==> src/rtl/sdram_fetch_pkg.sv <==
// Shared types and default sizes for the SDRAM read fetcher.
package sdram_fetch_pkg;

  localparam int ADDR_W_DEF     = 25;
  localparam int DATA_W_DEF     = 16;
  localparam int CNT_W_DEF      = 16;
  localparam int FIFO_DEPTH_DEF = 16;
  localparam int TIMEOUT_DEF    = 1024;

  typedef enum logic [1:0] {
    IDLE  = 2'd0,
    ISSUE = 2'd1,
    WAIT  = 2'd2,
    DONE  = 2'd3
  } fetch_state_t;

endpackage

==> src/rtl/sdram_fetch_fifo.sv <==
// Synchronous FIFO with a registered head word; rd_valid/rd_data are flops,
// so there is no combinational path from wr_data to rd_data.
module sdram_fetch_fifo #(
  parameter int DATA_W = 16,
  parameter int DEPTH  = 16,
  localparam int PTR_W = $clog2(DEPTH)
) (
  input  logic              clk,
  input  logic              rst_n,
  input  logic              wr_en,
  input  logic [DATA_W-1:0] wr_data,
  input  logic              rd_ready,
  output logic [DATA_W-1:0] rd_data,
  output logic              rd_valid,
  output logic [PTR_W:0]    count
);

  logic [DATA_W-1:0] mem [DEPTH];
  logic [PTR_W-1:0]  wr_ptr_reg, rd_ptr_reg, rd_ptr_next;
  logic [PTR_W:0]    count_reg, count_next;
  logic [DATA_W-1:0] head_reg, head_next;
  logic              valid_reg;
  logic              push, pop;
  logic [PTR_W:0]    push_w, pop_w;

  assign pop    = rd_ready && valid_reg;
  // A full FIFO still accepts a write when the head leaves in the same cycle.
  assign push   = wr_en && ((count_reg != (PTR_W+1)'(DEPTH)) || pop);
  assign push_w = (PTR_W+1)'(push);
  assign pop_w  = (PTR_W+1)'(pop);

  always_comb begin
    count_next  = count_reg + push_w - pop_w;
    rd_ptr_next = rd_ptr_reg + PTR_W'(pop);
    head_next   = head_reg;
    if (count_next != '0) begin
      // Storage drains to nothing this cycle: the incoming word becomes the head.
      if ((count_reg - pop_w) == '0)
        head_next = wr_data;
      else
        head_next = mem[rd_ptr_next];
    end
  end

  always_ff @(posedge clk or negedge rst_n) begin
    if (!rst_n) begin
      wr_ptr_reg <= '0;
      rd_ptr_reg <= '0;
      count_reg  <= '0;
      head_reg   <= '0;
      valid_reg  <= 1'b0;
    end else begin
      wr_ptr_reg <= wr_ptr_reg + PTR_W'(push);
      rd_ptr_reg <= rd_ptr_next;
      count_reg  <= count_next;
      head_reg   <= head_next;
      valid_reg  <= (count_next != '0);
    end
  end

  always_ff @(posedge clk) begin
    if (push)
      mem[wr_ptr_reg] <= wr_data;
  end

  assign rd_data  = head_reg;
  assign rd_valid = valid_reg;
  assign count    = count_reg;

endmodule

==> src/rtl/sdram_read_fetcher.sv <==
// Sequences single-word SDRAM reads into a ready/valid stream.
// Optional per-read watchdog enabled by defining SDRAM_FETCH_TIMEOUT_EN.
module sdram_read_fetcher
  import sdram_fetch_pkg::*;
#(
  parameter int ADDR_W     = ADDR_W_DEF,
  parameter int DATA_W     = DATA_W_DEF,
  parameter int CNT_W      = CNT_W_DEF,
  parameter int FIFO_DEPTH = FIFO_DEPTH_DEF,
  parameter int TIMEOUT    = TIMEOUT_DEF
) (
  input  logic              MAX10_CLK1_50,
  input  logic              Reset_n,
  input  logic              start,
  input  logic [ADDR_W-1:0] base_addr,
  input  logic [CNT_W-1:0]  word_count,
  output logic              busy,
  output logic              done,
  output logic              error,
  output logic              read_command,
  output logic [ADDR_W-1:0] address,
  input  logic              read_finished,
  input  logic [DATA_W-1:0] odata,
  output logic [DATA_W-1:0] out_data,
  output logic              out_valid,
  input  logic              out_ready
);

  localparam int FCNT_W = $clog2(FIFO_DEPTH) + 1;

  fetch_state_t      state_reg, state_next;
  logic [ADDR_W-1:0] addr_reg;
  logic [CNT_W-1:0]  remaining_reg;
  logic [FCNT_W-1:0] fifo_count;
  logic              fifo_free;
  logic              push;
  logic              accept;
  logic              timeout_hit;

  assign accept    = (state_reg == IDLE) && start;
  assign push      = (state_reg == WAIT) && read_finished;
  // Only ISSUE consults this, when no read is outstanding, so a push always has room.
  assign fifo_free = (fifo_count != FCNT_W'(FIFO_DEPTH));

`ifdef SDRAM_FETCH_TIMEOUT_EN
  localparam int TMR_W = $clog2(TIMEOUT) + 1;
  logic [TMR_W-1:0] timer_reg;
  logic             error_reg;

  assign timeout_hit = (state_reg == WAIT) && !read_finished &&
                       (timer_reg == TMR_W'(TIMEOUT - 1));

  always_ff @(posedge MAX10_CLK1_50 or negedge Reset_n) begin
    if (!Reset_n) begin
      timer_reg <= '0;
      error_reg <= 1'b0;
    end else begin
      if ((state_reg != WAIT) || push)
        timer_reg <= '0;
      else
        timer_reg <= timer_reg + TMR_W'(1);
      if (accept)
        error_reg <= 1'b0;
      else if (timeout_hit)
        error_reg <= 1'b1;
    end
  end

  assign error = error_reg;
`else
  assign timeout_hit = 1'b0;
  assign error       = 1'b0;
`endif

  always_ff @(posedge MAX10_CLK1_50 or negedge Reset_n) begin
    if (!Reset_n)
      state_reg <= IDLE;
    else
      state_reg <= state_next;
  end

  always_comb begin
    state_next = state_reg;
    unique case (state_reg)
      IDLE:  if (start) state_next = (word_count == '0) ? DONE : ISSUE;
      ISSUE: if (fifo_free) state_next = WAIT;
      WAIT: begin
        if (push)
          state_next = (remaining_reg == CNT_W'(1)) ? DONE : ISSUE;
        else if (timeout_hit)
          state_next = DONE;
      end
      DONE:  state_next = IDLE;
      default: state_next = IDLE;
    endcase
  end

  // Request is a pure state decode: WAIT always passes through ISSUE (or DONE),
  // which guarantees a low cycle between consecutive reads.
  always_comb begin
    busy         = (state_reg != IDLE) || start;
    done         = (state_reg == DONE);
    read_command = (state_reg == WAIT);
  end

  always_ff @(posedge MAX10_CLK1_50 or negedge Reset_n) begin
    if (!Reset_n) begin
      addr_reg      <= '0;
      remaining_reg <= '0;
    end else if (accept) begin
      addr_reg      <= base_addr;
      remaining_reg <= word_count;
    end else if (push) begin
      addr_reg      <= addr_reg + ADDR_W'(1);
      remaining_reg <= remaining_reg - CNT_W'(1);
    end
  end

  assign address = addr_reg;

  sdram_fetch_fifo #(
    .DATA_W (DATA_W),
    .DEPTH  (FIFO_DEPTH)
  ) u_fifo (
    .clk      (MAX10_CLK1_50),
    .rst_n    (Reset_n),
    .wr_en    (push),
    .wr_data  (odata),
    .rd_ready (out_ready),
    .rd_data  (out_data),
    .rd_valid (out_valid),
    .count    (fifo_count)
  );

endmodule

==> config.mk <==
export PLATFORM = sky130hd
export DESIGN_NAME = sdram_read_fetcher
export DESIGN_NICKNAME = d
export VERILOG_FILES = /design/src/rtl/sdram_fetch_pkg.sv /design/src/rtl/sdram_fetch_fifo.sv /design/src/rtl/sdram_read_fetcher.sv
export SDC_FILE = /design/constraint.sdc
export NUM_CORES = 1
export LEC_CHECK = 0
export ABC_AREA = 0
export BUFFER_PORTS_ARGS = -buffer_cell sky130_fd_sc_hd__buf_4
export CAP_MARGIN = 20
export CORE_ASPECT_RATIO = 0.6
export CORE_MARGIN = 8
export CORE_UTILIZATION = 48
export DETAILED_ROUTE_END_ITERATION = 12
export PLACE_DENSITY = 0.66
export SLEW_MARGIN = 5
export SYNTH_ARGS = -nofsm -noshare
export SYNTH_HDL_FRONTEND = slang
export SYNTH_HIERARCHICAL = 1
export SYNTH_SLANG_ARGS = --single-unit
==> constraint.sdc <==
create_clock -name MAX10_CLK1_50 -period 4.65 [get_ports MAX10_CLK1_50]
set_input_delay 0.93 -clock MAX10_CLK1_50 [delete_from_list [all_inputs] [get_ports MAX10_CLK1_50]]
set_output_delay 0.93 -clock MAX10_CLK1_50 [all_outputs]
set_load 0.05 [all_outputs]
==> run metrics, run 1 <==
drt via density about 5.8; synth unique cells 63; crit path time final around 3.5 ns; fraction of layout cells with a size suffix above 1 0.212; Cell Area, Placed approximately 15000 um^2; Sum Neg Setup Slack 0 ns; mean routed wirelength per cell 22.7 um; CTS H-tree depth 1; nets ~1200; Mean Syn Cell Area 13.5 um^2; Leak slightly below 6 nW; first-pass GRT wire length ~54000 um; crit path launch u_fifo/count[2]; Area Growth Syn to Fin 16.7%; CP delay by family, top compound AO/OA/AOI/OAI gates; Antenna Cells 0; peak supply drop 0.436 mV; Hold Vio Cnt, Final 0; DRC viols 0; Worst-Skew Late Latency 0.57 ns; Worst Path Max Fanout 17; Top reg by flops u_fifo/mem; crit-path max cell delay 0.53 ns; initial antenna violation count 0; Mapped Area about 14000 um^2; PostCTS Resize Cnt 0; Overflow after GRT 0; DIE AREA 34800 um^2; worst reg2reg startpoint u_fifo/count[2]; Synth Flop Type edfxtp_1; Crit. End Element flop; die span in x 236 um; Slew HR 0.352; crit path cell chain inv_1 -> ha_1 -> nand2_1 -> o41a_1 -> ha_1 -> inv_1 -> fa_1 -> nor3_1 -> or4_4 -> a2111oi_4 -> and2_0 -> buf_4 -> o31ai_1; Final Skew about 0.013 ns; Synth top area share 0.554; Core Util, Final 0.567; clock tree buffer depth 3; Via Count 8969; number of synthesized register bits 329; WS Path Type reg -> reg; # Max-Cap Violations 0; Yosys top cell by area edfxtp_1; PwrDens slightly above 700 nW/um^2; Worst Slack Setup Final about 1.2 ns; status finished, final reports clean; GPL Wtd Cong 0.836; CTS tree done; worst hold path type in -> async; number of flip-flops in the largest register around 260; Final Slew Violations 0; Routed WL around 35000 um; antenna-violating nets left 0; IO Count between 100 and 150; clock root buffer clkbuf_16; Max Clk Rate about 290 MHz; Seq/Total Area, Yosys 0.685; Syn. warnings 6; TritonCTS Sinks between 300 and 400; Setup violations, final 0; Port Buffer Count ~110; EDFF count, synth roughly 260; worst r2r dst u_fifo/rd_data[13]; final design area excluding fillers between 15000 and 20000 um^2; Initial DRT Pass Iterations 5; Worst-Margin Slew around 1 ns; total power 0.0116 W; CP endpoint u_fifo/rd_data[13]; fin crit share 0.751; critical path depth 13; Synthesized Nets between 1000 and 1500; pre-CTS setup slack about 0.76 ns; CTS Buf Count 30; worst-path cell with the longest stage delay or4_4; Chip Height around 150 um; Starting Density 0.486; CORE AREA around 29000 um^2; critical path startpoint category flop; CTS clk-pin slew, worst paths ~0.07 ns; RSZ-0062 raised after global routing false; GRT Util Overall 0.199; Detail Placement HPWL roughly 23000 um; number of global-route vias before repair approximately 8500; FP Rows 48; hold buffers post-CTS 0; top cells by area, synth edfxtp_1 (55%), dfrtp_1 (13%), mux4_2 (5.2%); reg2reg setup slack 1.16 ns; post-CTS setup buffers 0; Worst EP required 5.07 ns; Mapped Cells 1027; ys async rst share 0.222; largest net degree at the start of global routing between 80 and 90; cells on worst reg2reg path 13; CP arrival 3.91 ns; DR iter-0 viols between 800 and 900; buffers and inverters on the worst path 3
-- cell families after synthesis --
group | Yosys count | synth area share
fa+ha+maj | 17 | 0.0159
simple gates | 435 | 0.147
compound gates | 116 | 0.0608
xor+xnor | 25 | 0.0158
other cells | 1 | 0.000270
mux | 33 | 0.0526
flops | 329 | 0.685
buf+inv | 71 | 0.0225
-- per-layer routing --
metal	vias up	wire (um)	global-route usage
met4	0	608	0.0384
met2	393	15300	0.289
li1	4091	-	-
met5	-	0	0
met1	4443	16100	0.307
met3	42	3200	0.0416
-- power by group --
group,switching (W),internal [W],leakage (nW)
combinational,0.00340,0.00181,2.19
clock,0.00108,0.00133,0.454
sequential,0.000400,0.00357,3.17
-- cell type report --
| cell class | count | area (um^2) |
|---|---|---|
| Timing Repair Buffer | 142 | 1080 |
| Sequential cell | 329 | 9510 |
| Inverter | 20 | 75.1 |
| Multi-Input combinational cell | 627 | 4120 |
| Tap cell | 375 | 469 |
| Clock inverter | 22 | 165 |
| Fill cell | 2273 | 12400 |
| Clock buffer | 34 | 787 |
-- placed cells by master, fill, tap and decap left out, types with 4 or more instances in the layout --
master,instances
nor2b_1,7
nor3_2,4
dfrtp_1,73
nand3_1,100
o21ai_0,23
o211ai_1,7
and2_1,6
a41oi_1,17
o31ai_1,17
mux4_2,32
nor2_2,9
nor2_1,67
ha_1,15
nor4_1,9
buf_4,141
xnor2_1,9
or4_4,4
nand2_1,184
nor3_1,5
and3_1,8
a21oi_1,11
nand4_1,10
a221o_1,9
inv_1,18
clkbuf_16,31
xor2_1,15
o22ai_1,16
clkinv_1,13
edfxtp_1,256
-- through the flow --
stage | std cells | hold slack (ns)
after CTS | 1549 | 0.508
final | 1549 | 0.495
after global placement | 1493 | 0.487
after floorplan | 1027 | 0.475
after global routing | 1549 | 0.540
after detailed placement | 1493 | 0.494
-- synthesized netlist by cell type (17+ instances only) --
cell type / instances
clkbuf_1: 39
inv_1: 18
a41oi_1: 17
nand2_1: 184
mux4_2: 32
nand3_1: 100
o31ai_1: 19
edfxtp_1: 256
o21ai_0: 23
nor2_1: 75
dfrtp_1: 73
-- how the worst min path moves through the flow --
stage | start | end | slack (ns) | depth (start not counted)
after floorplan | u_fifo/rd_ptr_reg[0] | u_fifo/rd_ptr_reg[0] | 0.48 | 1
after global placement | u_fifo/rd_data[9] | u_fifo/rd_data[9] | 0.49 | 2
after detailed placement | u_fifo/rd_data[15] | u_fifo/rd_data[15] | 0.49 | 2
after CTS | u_fifo/rd_data[15] | u_fifo/rd_data[15] | 0.51 | 2
after global routing | u_fifo/rd_data[7] | u_fifo/rd_data[7] | 0.54 | 2
final | Reset_n | address[7] | 0.50 | 1
Note: power is estimated with default switching activity, not from simulation.
==> run 2, diff against run 1 <==
Settings changed: PLACE_DENSITY 0.66 to 0.69.
Clock period 4.65 ns to 3.2 ns, I/O delays scaled along.
==> run metrics, run 2 (synthesis gave the netlist of run 1 again) <==
worst hold path type in -> async (unchanged); IO Count 108 (unchanged); Worst-Skew Late Latency 0.57 ns (about the same); fin crit share 0.981 (was 0.751); Worst-Margin Slew 0.968 ns (was 0.973 ns); crit path launch u_fifo/count[2] (unchanged); CTS H-tree depth 1 (unchanged); CTS Buf Count 30 (unchanged); FP Rows 48 (unchanged); Final Slew Violations 0 (unchanged); die span in x 236 um (unchanged); Hold Vio Cnt, Final 0 (unchanged); PwrDens 1060 nW/um^2 (was 715 nW/um^2); peak supply drop 0.741 mV (was 0.436 mV); clock tree buffer depth 3 (unchanged); number of flip-flops in the largest register 256 (unchanged); fraction of layout cells with a size suffix above 1 0.238 (was 0.212); DR iter-0 viols 985 (was 897); Detail Placement HPWL 23800 um (was 22600 um); Top reg by flops u_fifo/mem (unchanged); GRT Util Overall 0.206 (was 0.199); Overflow after GRT 0 (unchanged); mean routed wirelength per cell 23.3 um (was 22.7 um); Chip Height 148 um (unchanged); initial antenna violation count 0 (unchanged); fillcell total 2292 (was 2273); largest net degree at the start of global routing 77 (was 81); Antenna Cells 0 (unchanged); Max Clk Rate 319 MHz (was 286 MHz); most frequent cells in the layout edfxtp_1 (256), nand2_1 (184), buf_4 (150) (was edfxtp_1 (256), nand2_1 (184), buf_4 (141)); Sum Neg Setup Slack 0 ns (unchanged); clock root buffer clkbuf_16 (unchanged); pre-CTS setup slack -0.0489 ns (was 0.761 ns); Routed WL 36500 um (was 35200 um); DIE AREA 34800 um^2 (unchanged); CTS clk-pin slew, worst paths 0.07 ns (about the same); hold buffers post-CTS 0 (unchanged); Initial DRT Pass Iterations 5 (unchanged); WS Path Type reg -> reg (unchanged); CP arrival 3.59 ns (was 3.91 ns); critical path startpoint category flop (unchanged); drt via density 5.85 (was 5.79); nets 1250 (was 1229); Leak 6.00 nW (was 5.81 nW); Worst Slack Setup Final 0.0604 ns (was 1.16 ns); Setup violations, final 0 (unchanged); Area Growth Syn to Fin 19.7% (was 16.7%); # Max-Cap Violations 0 (unchanged); Via Count 9190 (was 8969); Crit. End Element flop (unchanged); antenna-violating nets left 0 (unchanged); DRC viols 0 (unchanged); number of global-route vias before repair 8864 (was 8487); RSZ-0062 raised after global routing true (was false); first-pass GRT wire length 55300 um (was 53800 um); CTS tree done (unchanged); Starting Density 0.486 (unchanged); most common cell after layout, fill and taps aside edfxtp_1 (unchanged); CORE AREA 28600 um^2 (unchanged); status finished, final reports clean (unchanged); worst reg2reg startpoint u_fifo/count[2] (unchanged); Worst Path Max Fanout 8 (was 17); Slew HR 0.355 (was 0.352); GPL Wtd Cong 0.900 (was 0.836); Worst EP required 3.65 ns (was 5.07 ns); Final Skew 0.0110 ns (was 0.0129 ns); crit path time final 3.14 ns (was 3.49 ns); Port Buffer Count 106 (unchanged); TritonCTS Sinks 329 (unchanged)
-- run 2: changes by cell type in the layout (fill, tap and decap cells not counted), moves of 3 or more --
cell	delta
clkinv_4	-3
inv_2	+3
buf_12	+7
bufinv_16	+3
clkbuf_1	+5
inv_1	-3
clkinv_1	-8
buf_4	+9
-- run 2: area by class of cell --
type                            instances  area (um^2)  area share
Clock buffer                           40          820      0.0493
Clock inverter                         16          209      0.0126
Inverter                               20         76.3     0.00459
Multi-Input combinational cell        627         4150       0.250
Sequential cell                       329         9510       0.573
Tap cell                              375          469      0.0282
Timing Repair Buffer                  163         1380      0.0831
-- run 2: final timing paths --
kind / slack [ns] / end / depth (start not counted)
max: 0.06 / u_fifo/rd_data[13] / 13
min: 0.22 / remaining_reg[12] / 1
min reg2reg: 0.51 / u_fifo/rd_data[15] / 2
max reg2reg: 0.06 / u_fifo/rd_data[13] / 13
max in group asynchronous: 2.35 / address[0] / 1
min in group MAX10_CLK1_50: 0.27 / address[7] / 3
-- run 2: repair_timing --
| item | 4_1_cts | 5_1_grt |
|---|---|---|
| endpoints found under the setup margin | 0 | 17 |
| buffers inserted | 0 | 4 |
| resized for setup | 0 | 8 |
-- run 2: worst max-delay path: stages (launching register included) --
cell	delay, ns
dfrtp_1	0.43
inv_2	0.10
ha_4	0.13
nand2_1	0.05
o41a_1	0.33
ha_2	0.21
inv_2	0.06
fa_2	0.21
nor3_2	0.05
or4_4	0.55
a2111oi_4	0.42
and2_4	0.25
clkbuf_16	0.15
o31ai_1	0.08
-- run 2: per-stage QoR --
stage / power [W] / hold slack (ns) / cells / instance area, um^2 / util
3_5_place_dp: 0.0138 / 0.496 / 1508 / 15500 / 0.542
5_1_grt: 0.0185 / 0.263 / 1570 / 16600 / 0.581
4_1_cts: 0.0175 / 0.244 / 1564 / 16500 / 0.578
6_report: 0.0177 / 0.220 / 1570 / 16600 / 0.581
3_3_place_gp: 0.0136 / 0.488 / 1506 / 15500 / 0.541
2_1_floorplan: 0.0109 / 0.344 / 1027 / 13900 / -
-- run 2: report_power, final --
group	switching, W	internal [W]
registers	0.000583	0.00518
logic	0.00510	0.00304
clock network	0.00158	0.00220
total	0.00726	0.0104
-- run 2: layer usage --
metal | global-route usage | vias to the layer above | share of wire
li1 | - | 4144 | -
met1 | 0.322 | 4616 | 0.47
met2 | 0.293 | 368 | 0.43
met3 | 0.0415 | 62 | 0.083
met4 | 0.0477 | 0 | 0.022
met5 | 0 | - | 0
